$ cat src/rtl/fuzzy_output_bank_pkg.sv
// Shared types and defaults for the fuzzy output-membership bank.
// Related build option: FUZZY_OUT_AGG_MAX_EN selects max aggregation in the top.
package fuzzy_out_pkg;

    typedef enum logic [1:0] {
        IDLE  = 2'd0,
        ACCUM = 2'd1,
        HOLD  = 2'd2
    } state_t;

    localparam int unsigned DEF_DATA_W = 8;
    localparam int unsigned DEF_RULE_W = 4;
    localparam int unsigned DEF_N_OUT  = 3;

    // LSB position of channel k inside the flat sat_bus vector
    function automatic int unsigned chan_lsb(input int unsigned k, input int unsigned w);
        return k * w;
    endfunction

endpackage

$ cat src/rtl/fuzzy_output_bank_if.sv
// Beat / frame / result signal bundle between inference stage, bank and defuzzifier.
interface fuzzy_output_bank_if #(
    parameter int unsigned DATA_W = 8,
    parameter int unsigned RULE_W = 4,
    parameter int unsigned N_OUT  = 3,
    parameter int unsigned CNT_W  = RULE_W + 1
);
    logic                    frame_start;
    logic                    frame_end;
    logic                    in_valid;
    logic                    in_ready;
    logic [DATA_W-1:0]       in_data;
    logic [RULE_W-1:0]       in_rule;
    logic                    out_valid;
    logic                    out_ack;
    logic [N_OUT*DATA_W-1:0] sat_bus;
    logic [CNT_W-1:0]        rule_cnt;
    logic                    err;

    modport master (
        output frame_start, frame_end, in_valid, in_data, in_rule, out_ack,
        input  in_ready, out_valid, sat_bus, rule_cnt, err
    );

    modport slave (
        input  frame_start, frame_end, in_valid, in_data, in_rule, out_ack,
        output in_ready, out_valid, sat_bus, rule_cnt, err
    );
endinterface

$ cat src/rtl/fuzzy_output_bank_rule_decoder.sv
// Combinational rule-code decoder: one-hot channel enable plus in-range flag.
module rule_decoder #(
    parameter int unsigned RULE_W = 4,
    parameter int unsigned N_OUT  = 3
) (
    input  logic [RULE_W-1:0] in_rule,
    output logic [N_OUT-1:0]  en,
    output logic              in_range
);

    // Codes at or beyond N_OUT enable no channel
    always_comb begin
        en       = '0;
        in_range = (32'(in_rule) < N_OUT);
        for (int unsigned k = 0; k < N_OUT; k++) begin
            en[k] = (32'(in_rule) == k);
        end
    end

endmodule

$ cat src/rtl/fuzzy_output_bank.sv
// Output-membership register bank: per-channel aggregation over one inference
// frame, result held under a valid/ack handshake.
// Build option: FUZZY_OUT_AGG_MAX_EN -> fuzzy OR (max); undefined -> last write wins.
module fuzzy_output_bank
    import fuzzy_out_pkg::*;
#(
    parameter int unsigned DATA_W = DEF_DATA_W,
    parameter int unsigned RULE_W = DEF_RULE_W,
    parameter int unsigned N_OUT  = DEF_N_OUT,
    parameter int unsigned CNT_W  = RULE_W + 1
) (
    input logic                clk,
    input logic                rst,
    fuzzy_output_bank_if.slave bus
);

    state_t                  state_q, state_d;
    logic [N_OUT*DATA_W-1:0] sat_q, sat_d;
    logic [CNT_W-1:0]        cnt_q, cnt_d;
    logic                    err_q, err_d;

    logic [N_OUT-1:0]        chan_en;
    logic                    in_range;

    rule_decoder #(
        .RULE_W (RULE_W),
        .N_OUT  (N_OUT)
    ) u_dec (
        .in_rule  (bus.in_rule),
        .en       (chan_en),
        .in_range (in_range)
    );

    // State and result registers; reset clears everything including a partial frame
    always_ff @(posedge clk or negedge rst) begin
        if (!rst) begin
            state_q <= IDLE;
            sat_q   <= '0;
            cnt_q   <= '0;
            err_q   <= 1'b0;
        end else begin
            state_q <= state_d;
            sat_q   <= sat_d;
            cnt_q   <= cnt_d;
            err_q   <= err_d;
        end
    end

    // Next-state, beat steering and aggregation; frame_start dominates every other event
    always_comb begin
        state_d = state_q;
        sat_d   = sat_q;
        cnt_d   = cnt_q;
        err_d   = err_q;
        unique case (state_q)
            IDLE: begin
                if (bus.frame_start) begin
                    sat_d   = '0;
                    cnt_d   = '0;
                    err_d   = 1'b0;
                    state_d = ACCUM;
                end
            end
            ACCUM: begin
                if (bus.frame_start) begin
                    sat_d = '0;
                    cnt_d = '0;
                    err_d = 1'b0;
                end else begin
                    if (bus.in_valid) begin
                        for (int unsigned k = 0; k < N_OUT; k++) begin
                            if (chan_en[k]) begin
`ifdef FUZZY_OUT_AGG_MAX_EN
                                if (bus.in_data > sat_q[chan_lsb(k, DATA_W) +: DATA_W])
                                    sat_d[chan_lsb(k, DATA_W) +: DATA_W] = bus.in_data;
`else
                                sat_d[chan_lsb(k, DATA_W) +: DATA_W] = bus.in_data;
`endif
                            end
                        end
                        if (!in_range)
                            err_d = 1'b1;
                        if (cnt_q != '1)
                            cnt_d = cnt_q + CNT_W'(1);
                    end
                    if (bus.frame_end)
                        state_d = HOLD;
                end
            end
            HOLD: begin
                if (bus.frame_start) begin
                    sat_d   = '0;
                    cnt_d   = '0;
                    err_d   = 1'b0;
                    state_d = ACCUM;
                end else if (bus.out_ack) begin
                    state_d = IDLE;
                end
            end
            default: state_d = IDLE;
        endcase
    end

    assign bus.in_ready  = (state_q == ACCUM);
    assign bus.out_valid = (state_q == HOLD);
    assign bus.sat_bus   = sat_q;
    assign bus.rule_cnt  = cnt_q;
    assign bus.err       = err_q;

endmodule

$ cat src/flat_wrapper.sv
// flat-port wrapper written by rule: the top's interface ports become plain ports
module fuzzy_output_bank_flat import fuzzy_out_pkg::*;
#(
    parameter int unsigned DATA_W = DEF_DATA_W,
    parameter int unsigned RULE_W = DEF_RULE_W,
    parameter int unsigned N_OUT  = DEF_N_OUT,
    parameter int unsigned CNT_W  = RULE_W + 1
)
  (clk, rst, bus_frame_start, bus_frame_end, bus_in_valid, bus_in_data, bus_in_rule, bus_out_ack, bus_in_ready, bus_out_valid, bus_sat_bus, bus_rule_cnt, bus_err);
  fuzzy_output_bank_if #(.DATA_W(DATA_W), .RULE_W(RULE_W), .N_OUT(N_OUT), .CNT_W(CNT_W)) bus_i ();
  input logic clk;
  input logic rst;
  input wire logic [$bits(bus_i.frame_start)-1:0] bus_frame_start;
  input wire logic [$bits(bus_i.frame_end)-1:0] bus_frame_end;
  input wire logic [$bits(bus_i.in_valid)-1:0] bus_in_valid;
  input wire logic [$bits(bus_i.in_data)-1:0] bus_in_data;
  input wire logic [$bits(bus_i.in_rule)-1:0] bus_in_rule;
  input wire logic [$bits(bus_i.out_ack)-1:0] bus_out_ack;
  output wire logic [$bits(bus_i.in_ready)-1:0] bus_in_ready;
  output wire logic [$bits(bus_i.out_valid)-1:0] bus_out_valid;
  output wire logic [$bits(bus_i.sat_bus)-1:0] bus_sat_bus;
  output wire logic [$bits(bus_i.rule_cnt)-1:0] bus_rule_cnt;
  output wire logic [$bits(bus_i.err)-1:0] bus_err;
  assign bus_i.frame_start = bus_frame_start;
  assign bus_i.frame_end = bus_frame_end;
  assign bus_i.in_valid = bus_in_valid;
  assign bus_i.in_data = bus_in_data;
  assign bus_i.in_rule = bus_in_rule;
  assign bus_i.out_ack = bus_out_ack;
  assign bus_in_ready = bus_i.in_ready;
  assign bus_out_valid = bus_i.out_valid;
  assign bus_sat_bus = bus_i.sat_bus;
  assign bus_rule_cnt = bus_i.rule_cnt;
  assign bus_err = bus_i.err;
  fuzzy_output_bank #(.DATA_W(DATA_W), .RULE_W(RULE_W), .N_OUT(N_OUT), .CNT_W(CNT_W)) u_core (.clk(clk), .rst(rst), .bus(bus_i));
endmodule
$ cat config.mk
export PLATFORM = sky130hd
export DESIGN_NAME = fuzzy_output_bank_flat
export DESIGN_NICKNAME = d
export VERILOG_FILES = /design/src/rtl/fuzzy_output_bank_pkg.sv /design/src/rtl/fuzzy_output_bank_if.sv /design/src/rtl/fuzzy_output_bank_rule_decoder.sv /design/src/rtl/fuzzy_output_bank.sv /design/src/flat_wrapper.sv
export SDC_FILE = /design/constraint.sdc
export NUM_CORES = 1
export LEC_CHECK = 0
export ABC_AREA = 1
export BUFFER_PORTS_ARGS = -buffer_cell sky130_fd_sc_hd__buf_2
export CORE_ASPECT_RATIO = 1.5
export CORE_MARGIN = 2
export CORE_UTILIZATION = 45
export CTS_CLUSTER_SIZE = 12
export DETAILED_ROUTE_END_ITERATION = 8
export PLACE_DENSITY = 0.72
export REMOVE_ABC_BUFFERS = 1
export SYNTH_ARGS = -nofsm -noshare
export SYNTH_HDL_FRONTEND = slang
export SYNTH_SLANG_ARGS = --single-unit
$ cat constraint.sdc
create_clock -name clk -period 3.21 [get_ports clk]
set_input_delay 0.1605 -clock clk [delete_from_list [all_inputs] [get_ports clk]]
set_output_delay 0.1605 -clock clk [all_outputs]
set_load 0.01 [all_outputs]
==> flow_summary.ini, run 1 <==
[outcome]
status = finished clean

[timing]
rsz0062_at_grt = no
setup_viol = 0
final.setup.tns_ns = 0
finalCritPeriodShare_pct = 49.5
final_hold_viol_count = 0
period_needed_ns = 1.59
tightest_slew_ns = 0.702
worst_slack_ns = 1.62
relSlewSlack_pct = 53.2
fmax_mhz = 630
hold_ws_ns = 0.157
finalClockSkew_ns = 0.00402
drv_slew = 0

[floorplan]
dieArea_um2 = 3890
io_pins = 50
die_h_um = 75.4
die_w_um = 51.6
core_area_um2 = 3190
initial_core_util_pct = 47.9
rows = 25

[critical_path]
critPathTopFamily = flip-flops
crit_top_cell = nand2_1
critPathMaxStageDelay_ns = 0.44
slowest_stage = dfrtp_1
worstPathMaxFanout = 6
cp-startpoint = u_core.bus.rule_cnt[0]
timing.critical_path.arrival_ns = 1.81
critical_path_class = flop to flop
worst-path-buf-inv = 1
crit_required_ns = 3.43
r2r_slack_ns = 1.62
start_kind = flop
end_kind = flop
crit_chain = ha_1 > nand2_1 > nor2_1 > ha_1 > inv_1 > o21ai_1 > nand2_1 > nand2_1
r2r-start = u_core.bus.rule_cnt[0]

[clock_tree]
cts_tree = yes
cts_buffers = 5
clockBufferDepth = 2
cts_root_buf = clkbuf_8
htree_num_levels = 2
cts_setup_buffers = 0
ctsHoldBuffers = 1
cts_num_sinks = 32
clock_latency_ns = 0.28
clkSlewWorstSetupHoldPaths_ns = 0.06
post_cts_resized = 0

[synth]
synthSimpleGateAreaFrac_pct = 25.9
syn_inst = 162
yosysSeqAreaShare_pct = 52.4
ys_warn_count = 0
synth_compound_area_share_pct = 13.6
synth_fa_ha_area_share_pct = 1.64
muxShareOfSynthArea_pct = 0
synth_xor_area_share_pct = 0
synth_cell_types = 19
ys_ff_latch = 32
syn_area_per_cell_um2 = 9.44
syn-cell-area_um2 = 1530
synth_top_family_by_area = simple AND/OR/NAND/NOR gates

[layout]
diodes = 0
drive_above_1_share_pct = 40.5
area_delta_synth_final_pct = 22.7
fin_area_um2 = 1880
fillers = 305
fin_nets = 234

[placed_design]
io_buffers = 49
dp_slack_ns = 1.62
place.gp.congestion = 0.724
placed_cell_area_um2 = 1770
hpwlAfterDp_mm = 2.30

[drt]
drtPass1Iterations = 4
wirelength_mm = 3.04
ant_nets = 0
drc = 0
viasPerCell = 4.82
avgRoutedWirePerCell_um = 11.9
first_iter_violations = 26
vias = 1230

[power_and_ir_drop]
finalPower_w = 0.00134
power.leakage_nw = 1.02
p_per_area_nw_per_um2 = 714
peakVddDrop_uv = 489

[flow_run]
cap_violations = 0

[grt]
grt_pass1_wl_mm = 5.15
grt_util_all_layers_pct = 18.0
antenna_found_initial = 0
first_global_vias = 1188
grt_start_max_net_pins = 33
grt_overflow = 0

[worst_hold_path]
hold_path_class = input port to flop
hp-start = bus_out_ack
metal layers:
metal  track usage, %  vias to the layer above  part of all wire [%]
met3             5.69                        7                   6.1
met5                0                        -                     0
met2             31.1                       38                    51
li1                 -                      622                     -
met4             7.02                        0                   1.6
met1             21.0                      563                    42
power breakdown:
| group | switching, W | internal, W | leakage, nW |
|---|---|---|---|
| logic | 0.000284 | 0.000164 | 0.544 |
| clock network | 0.000145 | 0.000174 | 0.0445 |
| registers | 0.0000730 | 0.000499 | 0.431 |
tightest hold or removal path: cells and delay by family:
kind / cells / cell delay (ns)
buf+inv: 1 / 0.07
simple gates: 2 / 0.08
compound gates: 1 / 0.08
layout by cell type, fill, tap and decap left out:
| master | count |
|---|---|
| buf_2 | 49 |
| clkbuf_1 | 1 |
| clkbuf_8 | 6 |
| clkinv_2 | 1 |
| clkinvlp_4 | 1 |
| dfrtp_1 | 32 |
| dlygate4sd3_1 | 1 |
| ha_1 | 2 |
| inv_1 | 7 |
| inv_2 | 1 |
| inv_8 | 1 |
| nand2_1 | 54 |
| nand2_2 | 3 |
| nand2_4 | 6 |
| nand3_1 | 10 |
| nand3_2 | 1 |
| nand3b_1 | 1 |
| nand4_1 | 1 |
| nor2_1 | 9 |
| o21ai_0 | 2 |
| o21ai_1 | 8 |
| o21ai_2 | 18 |
flip-flops by register name, summed over array words and instances, names as in the netlist:
name and cells:
u_core.state_q 2, u_core.bus.rule_cnt 5, u_core.bus.sat_bus 24, u_core.bus.err 1
per-stage QoR:
stage | utilization, % | cells
after floorplan | - | 157
after global placement | 55.5 | 246
after detailed placement | 55.5 | 246
after CTS | 58.8 | 255
after global routing | 58.8 | 255
final | 58.8 | 255
final timing paths:
path,endpoint,depth (start not counted)
max,u_core.bus.rule_cnt[4],8
min,u_core.state_q[1],4
max reg2reg,u_core.bus.rule_cnt[4],8
min reg2reg,u_core.bus.sat_bus[2],2
max in group asynchronous,u_core.bus.sat_bus[22],2
min in group asynchronous,u_core.bus.sat_bus[23],2
cell usage after synthesis:
cell type	number	share of area [%]
nand2_1	54	13
dfrtp_1	32	52
o21ai_2	18	10
nand3_1	10	3.3
nor2_1	9	2.2
o21ai_1	8	2.6
inv_1	7	1.7
nand2_4	6	4.4
buf_6	4	2.9
nand2_2	3	1.2
ha_1	2	1.6
o21ai_0	2	0.65
buf_4	1	0.49
clkinv_2	1	0.33
inv_2	1	0.25
inv_8	1	0.74
nand3_2	1	0.65
nand3b_1	1	0.49
nand4_1	1	0.41
layout make-up:
type | count | area [µm²] | share of cell area (%)
clock inverters | 1 | 7.51 | 0.400
repair buffers | 50 | 255 | 13.6
well taps | 40 | 50.0 | 2.67
inverters | 10 | 46.3 | 2.47
flip-flops and latches | 32 | 801 | 42.7
clock buffers | 7 | 86.3 | 4.60
multi-input cells | 115 | 629 | 33.6
cells by family (layout without fill, tap and decap cells):
| group | after synthesis | count (layout) |
|---|---|---|
| flops | 32 | 32 |
| fa+ha+maj | 2 | 2 |
| buf+inv | 15 | 68 |
| compound gates | 28 | 28 |
| simple gates | 85 | 85 |
(Power assumes the default switching activity.)
==> run 2: changes to the inputs <==
--- a/config.mk
+++ b/config.mk
@@ -5,14 +5,14 @@
 export SDC_FILE = /design/constraint.sdc
 export NUM_CORES = 1
 export LEC_CHECK = 0
-export ABC_AREA = 1
+export ABC_AREA = 0
 export BUFFER_PORTS_ARGS = -buffer_cell sky130_fd_sc_hd__buf_2
 export CORE_ASPECT_RATIO = 1.5
 export CORE_MARGIN = 2
 export CORE_UTILIZATION = 45
 export CTS_CLUSTER_SIZE = 12
 export DETAILED_ROUTE_END_ITERATION = 8
-export PLACE_DENSITY = 0.72
+export PLACE_DENSITY = 0.73
 export REMOVE_ABC_BUFFERS = 1
 export SYNTH_ARGS = -nofsm -noshare
 export SYNTH_HDL_FRONTEND = slang
==> constraint.sdc (replaced) <==
create_clock -name clk -period 1.5 [get_ports clk]
set_input_delay 0.075 -clock clk [delete_from_list [all_inputs] [get_ports clk]]
set_output_delay 0.075 -clock clk [all_outputs]
set_load 0.01 [all_outputs]
==> run 2 against run 1 <==
The flow now finishes with violations (setup timing). Final cell count fell by 5.9%. Flip-flop and latch count did not move. Hold slack got worse by 0.12 ns. First-iteration DRC count rose by 12%. Sequential power rose by 65%. Utilization rose by 7.6 points. Sequential share of layout area fell by 4.5 points. Combinational power fell by 8.5%. Non-clock buffer count rose by 21. Synthesized cell count fell by 21%. Clock power rose to 2.6 times the previous value. Critical endpoint is now u_core.bus.rule_cnt[0].
==> flow_summary.ini, run 2 <==
[drt]
first_iter_violations = 29
viasPerCell = 5.44
vias = 1305
drtPass1Iterations = 4
ant_nets = 0
avgRoutedWirePerCell_um = 15.6
drc = 0
wirelength_mm = 3.75

[timing]
worst_slack_ns = -0.274
tightest_slew_ns = 0.708
hold_ws_ns = 0.0338
finalCritPeriodShare_pct = 118
period_needed_ns = 1.77
relSlewSlack_pct = 52.2
final_hold_viol_count = 0
drv_slew = 0
fmax_mhz = 564
setup_viol = 5
finalClockSkew_ns = 0.00798
rsz0062_at_grt = yes

[synth]
syn_inst = 128
synth_ff_type = dfrtp_1
ys_top_cells_by_area = dfrtp_1, a22o_1, mux2i_1
post-synth-top-count-cell = dfrtp_1
ys_ff_latch = 32
yosysTopAreaCellShare_pct = 53.5
syn-cell-area_um2 = 1500
syn_area_per_cell_um2 = 11.7
yosysSeqAreaShare_pct = 53.5
synth-edff-count = 0
yosysTopAreaCell = dfrtp_1
ys_warn_count = 0
synth_cell_types = 34
ys_top_cells_by_count = dfrtp_1, a22o_1, nand2_1
async_reset_ff_share_pct = 100

[power_and_ir_drop]
p_per_area_nw_per_um2 = 1040
p_int_w = 0.00160
power.leakage_nw = 1.11
netSwitchingFraction_pct = 26.6
power_frac_clock_pct = 37.8
seqPwrFrac_pct = 43.3
p_comb_share_pct = 18.9
peakVddDrop_uv = 741
switchingPower_w = 0.000578

[layout]
fillers = 254
area_delta_synth_final_pct = 40.1
largest_reg_flops = 24
final_common_cell = buf_2
diodes = 0
layout_common_cells = buf_2, dfrtp_1, buf_4
fin_nets = 219
utilization_pct = 66.4
drive_above_1_share_pct = 46.0

[critical_path]
end_kind = flop
critical_path_class = flop to flop
rr_worst_depth = 6
worstPathMaxFanout = 4
timing.critical_path.arrival_ns = 1.94
r2r_slack_ns = -0.27
start_kind = flop
r2r-start = u_core.bus.rule_cnt[1]
crit_required_ns = 1.67
cp-startpoint = u_core.bus.rule_cnt[1]
rr_endpoint = u_core.bus.rule_cnt[0]

[grt]
antenna_found_initial = 0
grt_overflow = 0
first_global_vias = 1345
grt_start_max_net_pins = 33
grt_pass1_wl_mm = 6.18
grt_util_all_layers_pct = 22.2

[clock_tree]
clockBufferDepth = 2
cts_tree = yes
clkSlewWorstSetupHoldPaths_ns = 0.07
cts_num_sinks = 32
cts_root_buf = clkbuf_8
htree_num_levels = 2
cts_buffers = 5
clock_latency_ns = 0.29

[floorplan]
rows = 25
core_area_um2 = 3160
io_pins = 50
die_w_um = 51.1
die_h_um = 74.6
initial_core_util_pct = 47.4
dieArea_um2 = 3810

[placed_design]
place.gp.congestion = 0.775
hpwlAfterDp_mm = 2.78
io_buffers = 49

[worst_hold_path]
min_to = u_core.bus.sat_bus[8]
hold_path_class = input port to flop
holdPathStages = 2
hp-start = bus_in_data[0]

[outcome]
failed_checks = setup timing
status = complete, but fails checks

[flow_run]
cap_violations = 0
==> run 2: cell count changes after synthesis, sizes merged, moves of 4 or more <==
cell    previous run  this run
mux2i              0         8
o21ai             28         2
nand2             63        11
a22o               0        17
nor2               9         3
nand3             11         2
o31ai              0         4
clkbuf             0         4
nor2b              0         4
==> run 2: how the worst max path moves through the flow <==
stage | cells after the start | to
after global routing | 6 | u_core.bus.rule_cnt[0]
after global placement | 6 | u_core.bus.rule_cnt[0]
after detailed placement | 6 | u_core.bus.rule_cnt[0]
after CTS | 6 | u_core.bus.rule_cnt[0]
final | 6 | u_core.bus.rule_cnt[0]
after floorplan | 6 | u_core.bus.rule_cnt[0]
==> run 2: metrics by stage <==
stage | setup TNS (ns) | std cells | total power, W | setup slack (ns) | cell area (µm²)
after floorplan | -1.57 | 121 | 0.00113 | -0.457 | 1450
after global placement | -1.31 | 230 | 0.00132 | -0.350 | 1900
after detailed placement | -2.15 | 230 | 0.00134 | -0.433 | 1900
after CTS | -1.34 | 240 | 0.00218 | -0.329 | 2090
after global routing | -1.41 | 240 | 0.00227 | -0.322 | 2100
final | -1.04 | 240 | 0.00217 | -0.274 | 2100
==> run 2: power groups by stage <==
stage                     Clock [W]  Sequential [W]  Combinational (W)
after floorplan                   0        0.000989           0.000141
after global placement            0        0.000953           0.000364
after detailed placement          0        0.000957           0.000378
after CTS                  0.000834        0.000941           0.000409
after global routing       0.000873        0.000947           0.000450
final                      0.000821        0.000942           0.000410
==> run 2: final cells by class <==
class,count,area (µm²),share of cell area [%]
Timing Repair Buffer,71,425,20.3
Multi-Input combinational cell,79,672,32.0
Clock inverter,3,42.5,2.03
Inverter,10,37.5,1.79
Tap cell,40,50.0,2.39
Clock buffer,5,68.8,3.28
Sequential cell,32,801,38.2
==> run 2: critical path: stages (launching register included) <==
cell	delay, ns
dfrtp_1	0.39
ha_2	0.19
and3_4	0.15
ha_4	0.15
nor2b_4	0.12
or3_4	0.35
mux2_4	0.31
==> run 2: per-layer routing <==
metal	track usage, %	part of all wire, %	vias up
met1	25.0	38	645
met3	5.36	6.0	6
met2	38.7	54	49
met4	11.4	1.7	0
li1	-	-	605
met5	0	0	-
==> run 2: repair_timing <==
item	CTS	global route
endpoints found under the hold margin	32	0
resized for setup	12	1
pin swaps	4	2
setup buffers	1	0
setup endpoints to repair	13	13
hold buffers	1	0
==> run 2: kinds of logic after synthesis <==
logic type / after synthesis / share of synthesized area (%)
fa+ha+maj: 2 / 1.67
buf+inv: 17 / 5.85
simple gates: 34 / 12.6
compound gates: 34 / 20.2
flops: 32 / 53.5
mux: 9 / 6.10
==> run 3: changes to the inputs <==
==> constraint.sdc (replaced) <==
create_clock -name clk -period 1.5 [get_ports clk]
set_input_delay 0.45 -clock clk [delete_from_list [all_inputs] [get_ports clk]]
set_output_delay 0.45 -clock clk [all_outputs]
set_load 0.01 [all_outputs]
==> run 3 against run 2 <==
The flow still finishes with violations (setup timing). First-iteration DRC count up 62%. Sequential power hardly changed. Die area stayed put. Final area is 9.6% higher. Combinational power is 17% higher. Setup slack worse by 0.0033 ns. Register-to-register slack barely moved.
==> flow_summary.ini, run 3 (synthesis results as in run 2) <==
[critical_path]
worstPathMaxFanout = 3
rr_endpoint = u_core.bus.rule_cnt[0]
crit_required_ns = 1.67
slowest_stage = dfrtp_1
r2r-start = u_core.bus.rule_cnt[0]
critPathMaxStageDelay_ns = 0.39
rr_worst_depth = 6
end_kind = flop
start_kind = flop
timing.critical_path.arrival_ns = 1.95
r2r_slack_ns = -0.28
critical_path_class = flop to flop
crit_chain = ha_2 > and3_4 > ha_4 > nor2b_4 > or3_4 > mux2_4

[floorplan]
dieArea_um2 = 3810
core_area_um2 = 3160
rows = 25
initial_core_util_pct = 47.4
io_pins = 50
die_w_um = 51.1
die_h_um = 74.6

[placed_design]
placed_cells = 239
place.gp.congestion = 0.842
hpwlAfterDp_mm = 2.74
io_buffers = 49

[layout]
layout_common_cells = buf_2, dfrtp_1, buf_4
diodes = 0
final_common_cell = buf_2
fillers = 229
final-instance-count-excl-fill = 256
largest_reg_flops = 24
fin_nets = 235
drive_above_1_share_pct = 51.9
area_delta_synth_final_pct = 53.6

[clock_tree]
cts_tree = yes
clock_latency_ns = 0.29
cts_root_buf = clkbuf_8
clockBufferDepth = 2
cts_buffers = 5
clkSlewWorstSetupHoldPaths_ns = 0.07
cts_num_sinks = 32
htree_num_levels = 2

[drt]
drc = 0
avgRoutedWirePerCell_um = 15.6
wirelength_mm = 4.00
first_iter_violations = 47
vias = 1373
viasPerCell = 5.36
ant_nets = 0
drtPass1Iterations = 4

[power_and_ir_drop]
p_int_w = 0.00165
p_per_area_nw_per_um2 = 976
power.leakage_nw = 1.22
switchingPower_w = 0.000598
p_comb_share_pct = 21.3
peakVddDrop_uv = 1060
seqPwrFrac_pct = 42.0
power_frac_clock_pct = 36.6
netSwitchingFraction_pct = 26.7

[grt]
antenna_found_initial = 0
grt_start_max_net_pins = 33
grt_pass1_wl_mm = 6.38
first_global_vias = 1390
grt_overflow = 0
grt_util_all_layers_pct = 22.9

[worst_hold_path]
hold_path_class = input port to async pin

[timing]
rsz0062_at_grt = yes
fmax_mhz = 563
drv_slew = 0
relSlewSlack_pct = 68.3
final.setup.tns_ns = -1.29
finalCritPeriodShare_pct = 118
setup_viol = 18
finalClockSkew_ns = 0.00384
period_needed_ns = 1.78
tightest_slew_ns = 0.474
worst_slack_ns = -0.277
final_hold_viol_count = 0

[outcome]
status = complete, but fails checks
failed_checks = setup timing

[flow_run]
cap_violations = 0
## run 3: changes by cell type in the layout (fill, tap and decap cells not counted), moves of 2 or more
cell     before  now
buf_2        49   45
buf_4        20   31
buf_6         0   10
nor2b_1       3    1
nor2b_4       1    3
## run 3: critical path: cells and delay by family, from the launching register on
family                     cells  cell delay (ns)
adders and majority gates      2             0.34
DFF                            1             0.39
muxes                          1             0.31
and+or+nand+nor                3             0.63
## run 3: per-stage QoR
stage / hold WS, ns / total power, W / cell area (µm²) / utilization (%) / setup slack [ns]
floorplan: 0.154 / 0.00113 / 1450 / - / -0.457
global placement: 0.479 / 0.00133 / 1970 / 62.4 / -0.350
detailed placement: 0.476 / 0.00135 / 1970 / 62.4 / -0.438
CTS: 0.182 / 0.00224 / 2270 / 72.0 / -0.313
global route: 0.209 / 0.00233 / 2300 / 72.8 / -0.326
finish: 0.177 / 0.00224 / 2300 / 72.8 / -0.277
## run 3: layout make-up
| type | instances | area (µm²) | share of cell area, % |
|---|---|---|---|
| Inverter | 10 | 37.5 | 1.63 |
| Clock buffer | 5 | 68.8 | 2.99 |
| Sequential cell | 32 | 801 | 34.8 |
| Clock inverter | 3 | 42.5 | 1.85 |
| Multi-Input combinational cell | 79 | 708 | 30.8 |
| Timing Repair Buffer | 87 | 591 | 25.7 |
| Tap cell | 40 | 50.0 | 2.18 |
## run 3: worst max path at each step
stage | start | endpoint | slack, ns
after floorplan | u_core.bus.rule_cnt[0] | u_core.bus.rule_cnt[0] | -0.46
after global placement | u_core.bus.rule_cnt[0] | u_core.bus.rule_cnt[0] | -0.35
after detailed placement | u_core.bus.rule_cnt[0] | u_core.bus.rule_cnt[0] | -0.44
after CTS | u_core.bus.rule_cnt[1] | u_core.bus.rule_cnt[0] | -0.31
after global routing | u_core.bus.rule_cnt[0] | u_core.bus.rule_cnt[0] | -0.33
final | u_core.bus.rule_cnt[0] | u_core.bus.rule_cnt[0] | -0.28
## run 3: layer usage
layer,global-route usage (%),share of wire (%),up-vias
met2,40.1,53,57
li1,-,-,644
met5,0,0,-
met1,25.8,38,662
met4,11.4,2.3,0
met3,5.75,6.1,10
## run 3: power groups by stage
stage	combinational (W)	clock (W)	sequential [W]
3_5_place_dp	0.000388	0	0.000959
2_1_floorplan	0.000141	0	0.000989
6_report	0.000478	0.000821	0.000943
5_1_grt	0.000518	0.000863	0.000950
4_1_cts	0.000470	0.000830	0.000943
3_3_place_gp	0.000373	0	0.000955
## run 3: what timing repair did
action                     in CTS  in global routing
gates resized for setup        27                  4
hold buffers                    0                  0
hold endpoints to repair        0                  0
setup buffers                   8                  1
pin swaps                       7                  5
setup endpoints to repair      15                 29
